<file path="config.mk">
export PLATFORM = sky130hd
export DESIGN_NAME = rr_encoder_4_2
export DESIGN_NICKNAME = d
export VERILOG_FILES = /design/src/rtl/rr_encoder_4_2.sv
export SDC_FILE = /design/constraint.sdc
export NUM_CORES = 1
export LEC_CHECK = 0
export ABC_AREA = 1
export CORE_AREA = 2 2 45 47
export CTS_CLUSTER_SIZE = 8
export DETAILED_ROUTE_END_ITERATION = 8
export DIE_AREA = 0 0 47 49
export PLACE_DENSITY = 0.79
export SYNTH_ARGS = -nofsm -noshare
export SYNTH_HDL_FRONTEND = slang
export SYNTH_SLANG_ARGS = --single-unit
</file>
<file path="constraint.sdc">
create_clock -name Clock_In -period 3.8 [get_ports Clock_In]
set_input_delay 0.76 -clock Clock_In [delete_from_list [all_inputs] [get_ports Clock_In]]
set_output_delay 0.76 -clock Clock_In [all_outputs]
set_load 0.05 [all_outputs]
</file>
<file path="src/rtl/rr_encoder_4_2.sv">
// Registered 4-request round-robin encoder feeding a downstream 2-4 decoder.
// Grants are held until the requester drops, Release_In pulses, or the hold
// timeout expires. There is always one idle cycle between grants, so the
// decoder never sees back-to-back code changes.
module rr_encoder_4_2 #(
    parameter int unsigned HOLD_MAX    = 8,
    parameter int unsigned COUNT_WIDTH = 8
) (
    input  logic       Clock_In,
    input  logic       Reset_N_In,
    input  logic [3:0] Request_In,
    input  logic       Release_In,
    output logic [1:0] Encoded_Value_Out,
    output logic       Valid_Out,
    output logic       Timeout_Out
);

    localparam logic [0:0] ST_IDLE  = 1'b0;
    localparam logic [0:0] ST_GRANT = 1'b1;

    // Counter value on the last permitted Valid_Out-high cycle of a grant.
    localparam logic [COUNT_WIDTH-1:0] HOLD_LAST =
        (HOLD_MAX == 0) ? '0 : COUNT_WIDTH'(HOLD_MAX - 1);
    localparam logic TIMEOUT_EN = (HOLD_MAX != 0);

    logic [0:0]             state;
    logic [1:0]             ptr;
    logic [COUNT_WIDTH-1:0] hold_cnt;

    logic                   sel_found;
    logic [1:0]             sel_idx;
    logic [1:0]             cand;
    logic                   grant_drop;
    logic                   timeout_hit;

    // Round-robin search: first set request starting at ptr, wrapping mod 4.
    always_comb begin
        sel_found = 1'b0;
        sel_idx   = ptr;
        cand      = ptr;
        for (int unsigned i = 0; i < 4; i++) begin
            cand = ptr + 2'(i);
            if (!sel_found && Request_In[cand]) begin
                sel_found = 1'b1;
                sel_idx   = cand;
            end
        end
    end

    // Grant exit conditions, evaluated against the currently granted index.
    always_comb begin
        grant_drop  = Release_In || !Request_In[Encoded_Value_Out];
        timeout_hit = TIMEOUT_EN && (hold_cnt == HOLD_LAST);
    end

    // Grant FSM, pointer rotation, hold counter and registered outputs.
    always_ff @(posedge Clock_In) begin
        if (!Reset_N_In) begin
            state             <= ST_IDLE;
            ptr               <= 2'd0;
            hold_cnt          <= '0;
            Encoded_Value_Out <= 2'b00;
            Valid_Out         <= 1'b0;
            Timeout_Out       <= 1'b0;
        end else begin
            Timeout_Out <= 1'b0;
            if (state == ST_IDLE) begin
                if (sel_found) begin
                    state             <= ST_GRANT;
                    Encoded_Value_Out <= sel_idx;
                    Valid_Out         <= 1'b1;
                    hold_cnt          <= '0;
                end
            end else begin
                // Release/drop outrank the timeout, so Timeout_Out only
                // fires when the grant would otherwise have continued.
                if (grant_drop || timeout_hit) begin
                    state       <= ST_IDLE;
                    Valid_Out   <= 1'b0;
                    ptr         <= Encoded_Value_Out + 2'd1;
                    Timeout_Out <= !grant_drop;
                end else if (TIMEOUT_EN) begin
                    hold_cnt <= hold_cnt + 1'b1;
                end
            end
        end
    end

endmodule

</file>
=== Word level (Yosys, flattened, before mapping) ===
Cells that the tools add are included.

* Register bits: 15
* Input port bits: 7

* $add $sub $neg: 5
* Equal/unequal tests: 3
* Reduce and logical (&&, ||, !) cells: 16
* $lt $le $gt $ge: 5
* Muxes and demuxes: 26
* Bitwise logic cells: 1

{| class="wikitable"
|+ Operators with widths
! operator !! count
|-
| $mux W8 || 3
|-
| $lt A2 B3 Y1 const B || 5
|-
| $mux W1 || 15
|-
| $bmux W1 S2 || 5
|-
| $add A8 B1 Y8 const B || 1
|-
| $eq A8 B3 Y1 const B || 1
|-
| $reduce_and A2 Y1 || 4
|-
| $mux W2 || 3
|-
| $logic_not A1 Y1 || 5
|-
| $add A2 B1 Y2 const B || 2
|-
| $add A2 B2 Y2 const B || 2
|-
| $logic_and A1 B1 Y1 || 3
|-
| $reduce_and A3 Y1 || 1
|-
| $logic_or A1 B1 Y1 || 2
|-
| $ne A2 B1 Y1 const B || 1
|-
| $ne A2 B2 Y1 const B || 1
|-
| $reduce_bool A2 Y1 || 1
|-
| $not A1 Y1 || 1
|}

=== Depth between registers and ports, before layout ===
* Depth after elaboration: 14
* Mapped depth: 13
* Mapped depth without buffers: 13

=== Worst setup path before layout ===
OpenSTA, ideal clock, no wires.

* Path type: reg-to-reg
* Start point: reg Encoded_Value_Out[0]
* End point: reg hold_cnt[2]
* Data arrival time: 1,679 ps
* Required time: 3,734 ps
* Cell stages (with the launch flop): 8
* Path slack: 2,055 ps
* Clock period less this slack: 1,745 ps
* Library setup time: 66 ps
* Cell sequence: dfxtp_1 -> or2_2 -> nand3_1 -> a21oi_1 -> nand3_1 -> nand2_1 -> nand2_1 -> a21oi_2

* Word-level cells in the longest chain between the ends: 7

{| class="wikitable"
|+ Ends and longest elaborated chain
! what !! RTL line !! text
|-
| start, declared || 13 || <nowiki>output logic [1:0] Encoded_Value_Out,</nowiki>
|-
| start signal, assigned || 70 || <nowiki>Encoded_Value_Out <= sel_idx;</nowiki>
|-
| $bmux W1 S2 || 52 || <nowiki>grant_drop = Release_In || !Request_In[Encoded_Value_Out];</nowiki>
|-
| $mux W1 (implied by the code) || 52 ||
|-
| $logic_not A1 Y1 || 52 ||
|-
| $logic_or A1 B1 Y1 || 52 ||
|-
| $logic_or A1 B1 Y1 || 77 || <nowiki>if (grant_drop || timeout_hit) begin</nowiki>
|-
| $ne A2 B2 Y1 (no line) || - ||
|-
| $reduce_and A2 Y1 (no line) || - ||
|-
| end signal, assigned || 83 || <nowiki>hold_cnt <= hold_cnt + 1'b1;</nowiki>
|-
| end, declared || 28 || <nowiki>logic [COUNT_WIDTH-1:0] hold_cnt;</nowiki>
|}

Every way passes these cells. The select of a mux whose other input is x is not followed.
A chain may end at the register's enable or synchronous reset.

=== Worst setup path in the final report ===
* Start point: reg Encoded_Value_Out[0]
* End point: out Encoded_Value_Out[0]

No word-level cell between the ends.

==> flow_metrics.env <==
export IMPL_status="finished, final reports clean"
export IMPL_critPathTopFamily="buffers and inverters"
export IMPL_cts_resized=0
export IMPL_wl_per_cell_microns=11.0
export IMPL_cp_end_kind="output pin"
export IMPL_worst_skew_pair_late_latency_ns=0.28
export IMPL_stdcell_count=196
export IMPL_met1_usage_pct=27.9
export IMPL_skew_ns=0.00756
export IMPL_rsz0062_at_grt="false"
export IMPL_cp_arrival_ns=1.59
export IMPL_grt_pass1_vias=957
export IMPL_dieArea_sq_um=2300
export IMPL_yosys_area_top_type="dfxtp_1"
export IMPL_post_cts_buffers=0
export IMPL_seqCellArea_sq_um=300
export IMPL_crit_chain="clkdlybuf4s50_1"
export IMPL_grt_overflow=0
export IMPL_rows=16
export IMPL_p_switching_uw=358
export IMPL_cpMaxStageDelayCell="clkdlybuf4s50_1"
export IMPL_grt_max_degree=14
export IMPL_start_kind="register"
export IMPL_cts_num_sinks=15
export IMPL_intPower_uw=362
export IMPL_drt_pass1_iterations=4
export IMPL_min_period_ns=2.35
export IMPL_tightestPinTransition_ns=0.506
export IMPL_ys_warn_count=0
export IMPL_pwr_density_cell_nw_per_um2=620
export IMPL_ir_drop_mv=0.312
export IMPL_h_tree_depth=1
export IMPL_grt_busiest_layer="met2"
export IMPL_synth_area_sq_um=1030
export IMPL_via_per_inst=5.24
export IMPL_initial_core_util_pct=55.7
export IMPL_synth_area_leaders="dfxtp_1, nand2_1, nand3_1"
export IMPL_avgSynthCellArea_sq_um=6.49
export IMPL_switching_share_pct=49.7
export IMPL_multi_input_area_sq_um=636
export IMPL_die_w_microns=47
export IMPL_groute_usage_overall_pct=22.4
export IMPL_drtIter0Drc=36
export IMPL_finalSetupViolations=0
export IMPL_io_buffers=10
export IMPL_timing_critical_path_buf_inv=1
export IMPL_worst_slack_ns=1.45
export IMPL_ios=11
export IMPL_die_h_microns=49
export IMPL_place_inst=192
export IMPL_coreArea_sq_um=1840
export IMPL_clockBufferDepth=2
export IMPL_ys_async_sr_fraction_pct=0
export IMPL_leakage_nw=0.496
export IMPL_seq_power_share_pct=30.6
export IMPL_drv_slew=0
export IMPL_final_nets=178
export IMPL_drive_gt1_share_pct=10.1
export IMPL_fillers=199
export IMPL_grt_use_met2_pct=39.5
export IMPL_totalNegativeSetupSlack_ns=0
export IMPL_holdBufCountCts=0
export IMPL_required_ns=3.04
export IMPL_hold_viol_final=0
export IMPL_worst_hold_path_type="reg2reg"
export IMPL_maxCapViolCount=0
export IMPL_yosysMostFrequentCell="nand2_1"
export IMPL_root_buffer="clkbuf_4"
export IMPL_netlist_instances=158
export IMPL_syn2layout_area_growth_pct=13.0
export IMPL_clk_pin_slew_worst_paths_ns=0.09
export IMPL_dp_worst_setup_slack_ns=1.33
export IMPL_cts_inserted_buffers=3
export IMPL_gp_congestion=0.824
export IMPL_critPathKind="reg2out"
export IMPL_p_comb_share_pct=56.6
export IMPL_finalWirelength_mm=2.16
export IMPL_p_clk_share_pct=12.7
export IMPL_dominantRegCellSynth="dfxtp_1"
export IMPL_drc=0
export IMPL_ant_nets=0
export IMPL_hold_ws_ns=0.454
export IMPL_antenna_found_initial=0
export IMPL_vias=1028
export IMPL_maxSlewHeadroom_pct=66.1
export IMPL_yosys_cell_types_count=27
export IMPL_grt_first_pass_wirelength_mm=3.92
export IMPL_total_power_uw=719
export IMPL_syn_nets=166
export IMPL_grt_use_met3_pct=3.33
export IMPL_ys_seq_area_share_pct=29.3
export IMPL_slowest_delay_ns=0.85
export IMPL_path_max_fanout=7
export IMPL_antenna_cells=0
export IMPL_synth_edf_count=0
export IMPL_ys_ff_latch=15
export IMPL_synth_top_area_share_pct=29.3
export IMPL_post_route_period_util_pct=61.9
export IMPL_fmax_ghz=0.425
export IMPL_dpl_hpwl_mm=1.65
export IMPL_synth_common_cells="nand2_1, nand3_1, dfxtp_1, inv_1, a21oi_1"
export IMPL_cts_tree="done"
-- cell families after synthesis --
family	Yosys count	share of synthesized area, %
AO/OA/AOI/OAI	22	12.7
flip-flops	15	29.3
AND/OR/NAND/NOR	97	45.5
XOR/XNOR	3	2.56
buffers and inverters	20	8.78
adder cells (fa/ha/maj)	1	1.22
-- layout make-up --
class / count / area share [%]
Clock buffer: 4 / 2.27
Tap cell: 27 / 2.91
Inverter: 17 / 5.50
Sequential cell: 15 / 25.9
Multi-Input combinational cell: 123 / 54.8
Timing Repair Buffer: 10 / 8.63
-- worst paths after layout --
check | from | to | slack, ns | cells past startpoint
max | Encoded_Value_Out[0] | Encoded_Value_Out[0] | 1.45 | 1
min | Valid_Out | Valid_Out | 0.45 | 2
max reg2reg | ptr[0] | hold_cnt[6] | 1.93 | 11
min reg2reg | Valid_Out | Valid_Out | 0.45 | 2
-- sequential cells by signal, summed over array words and instances (netlist names) --
signal             count
state                  1
hold_cnt               8
ptr                    2
Timeout_Out            1
Encoded_Value_Out      2
Valid_Out              1
-- power groups by stage --
stage          clock [mW]  sequential, mW  combinational, mW
6_report           0.0917           0.220              0.407
3_5_place_dp            0           0.224              0.407
3_3_place_gp            0           0.223              0.401
2_1_floorplan           0           0.261              0.298
5_1_grt             0.101           0.226              0.456
4_1_cts            0.0947           0.219              0.409
-- layout by cell type, fill, tap and decap left out, drive strengths merged --
cell type / count
nand2: 56
nand3: 23
inv: 17
dfxtp: 15
a21oi: 12
clkdlybuf4s50: 10
nor2: 8
o21ai: 7
clkbuf: 4
nor3: 3
nand3b: 3
xnor2: 2
o22ai: 2
nand4: 2
or2: 1
xor2: 1
o21bai: 1
nand2b: 1
ha: 1
-- per-stage QoR --
step                cell area, sq um  utilization (%)
floorplan                       1030                -
global placement                1130             61.5
detailed placement              1130             61.5
CTS                             1160             63.0
global route                    1160             63.0
finish                          1160             63.0
-- layer usage --
metal	wire length (microns)	share of wire, %
met5	0	0
met1	926	43
met2	1150	53
met4	7	0.32
met3	74	3.4
Power figures use the tool's default switching activity.
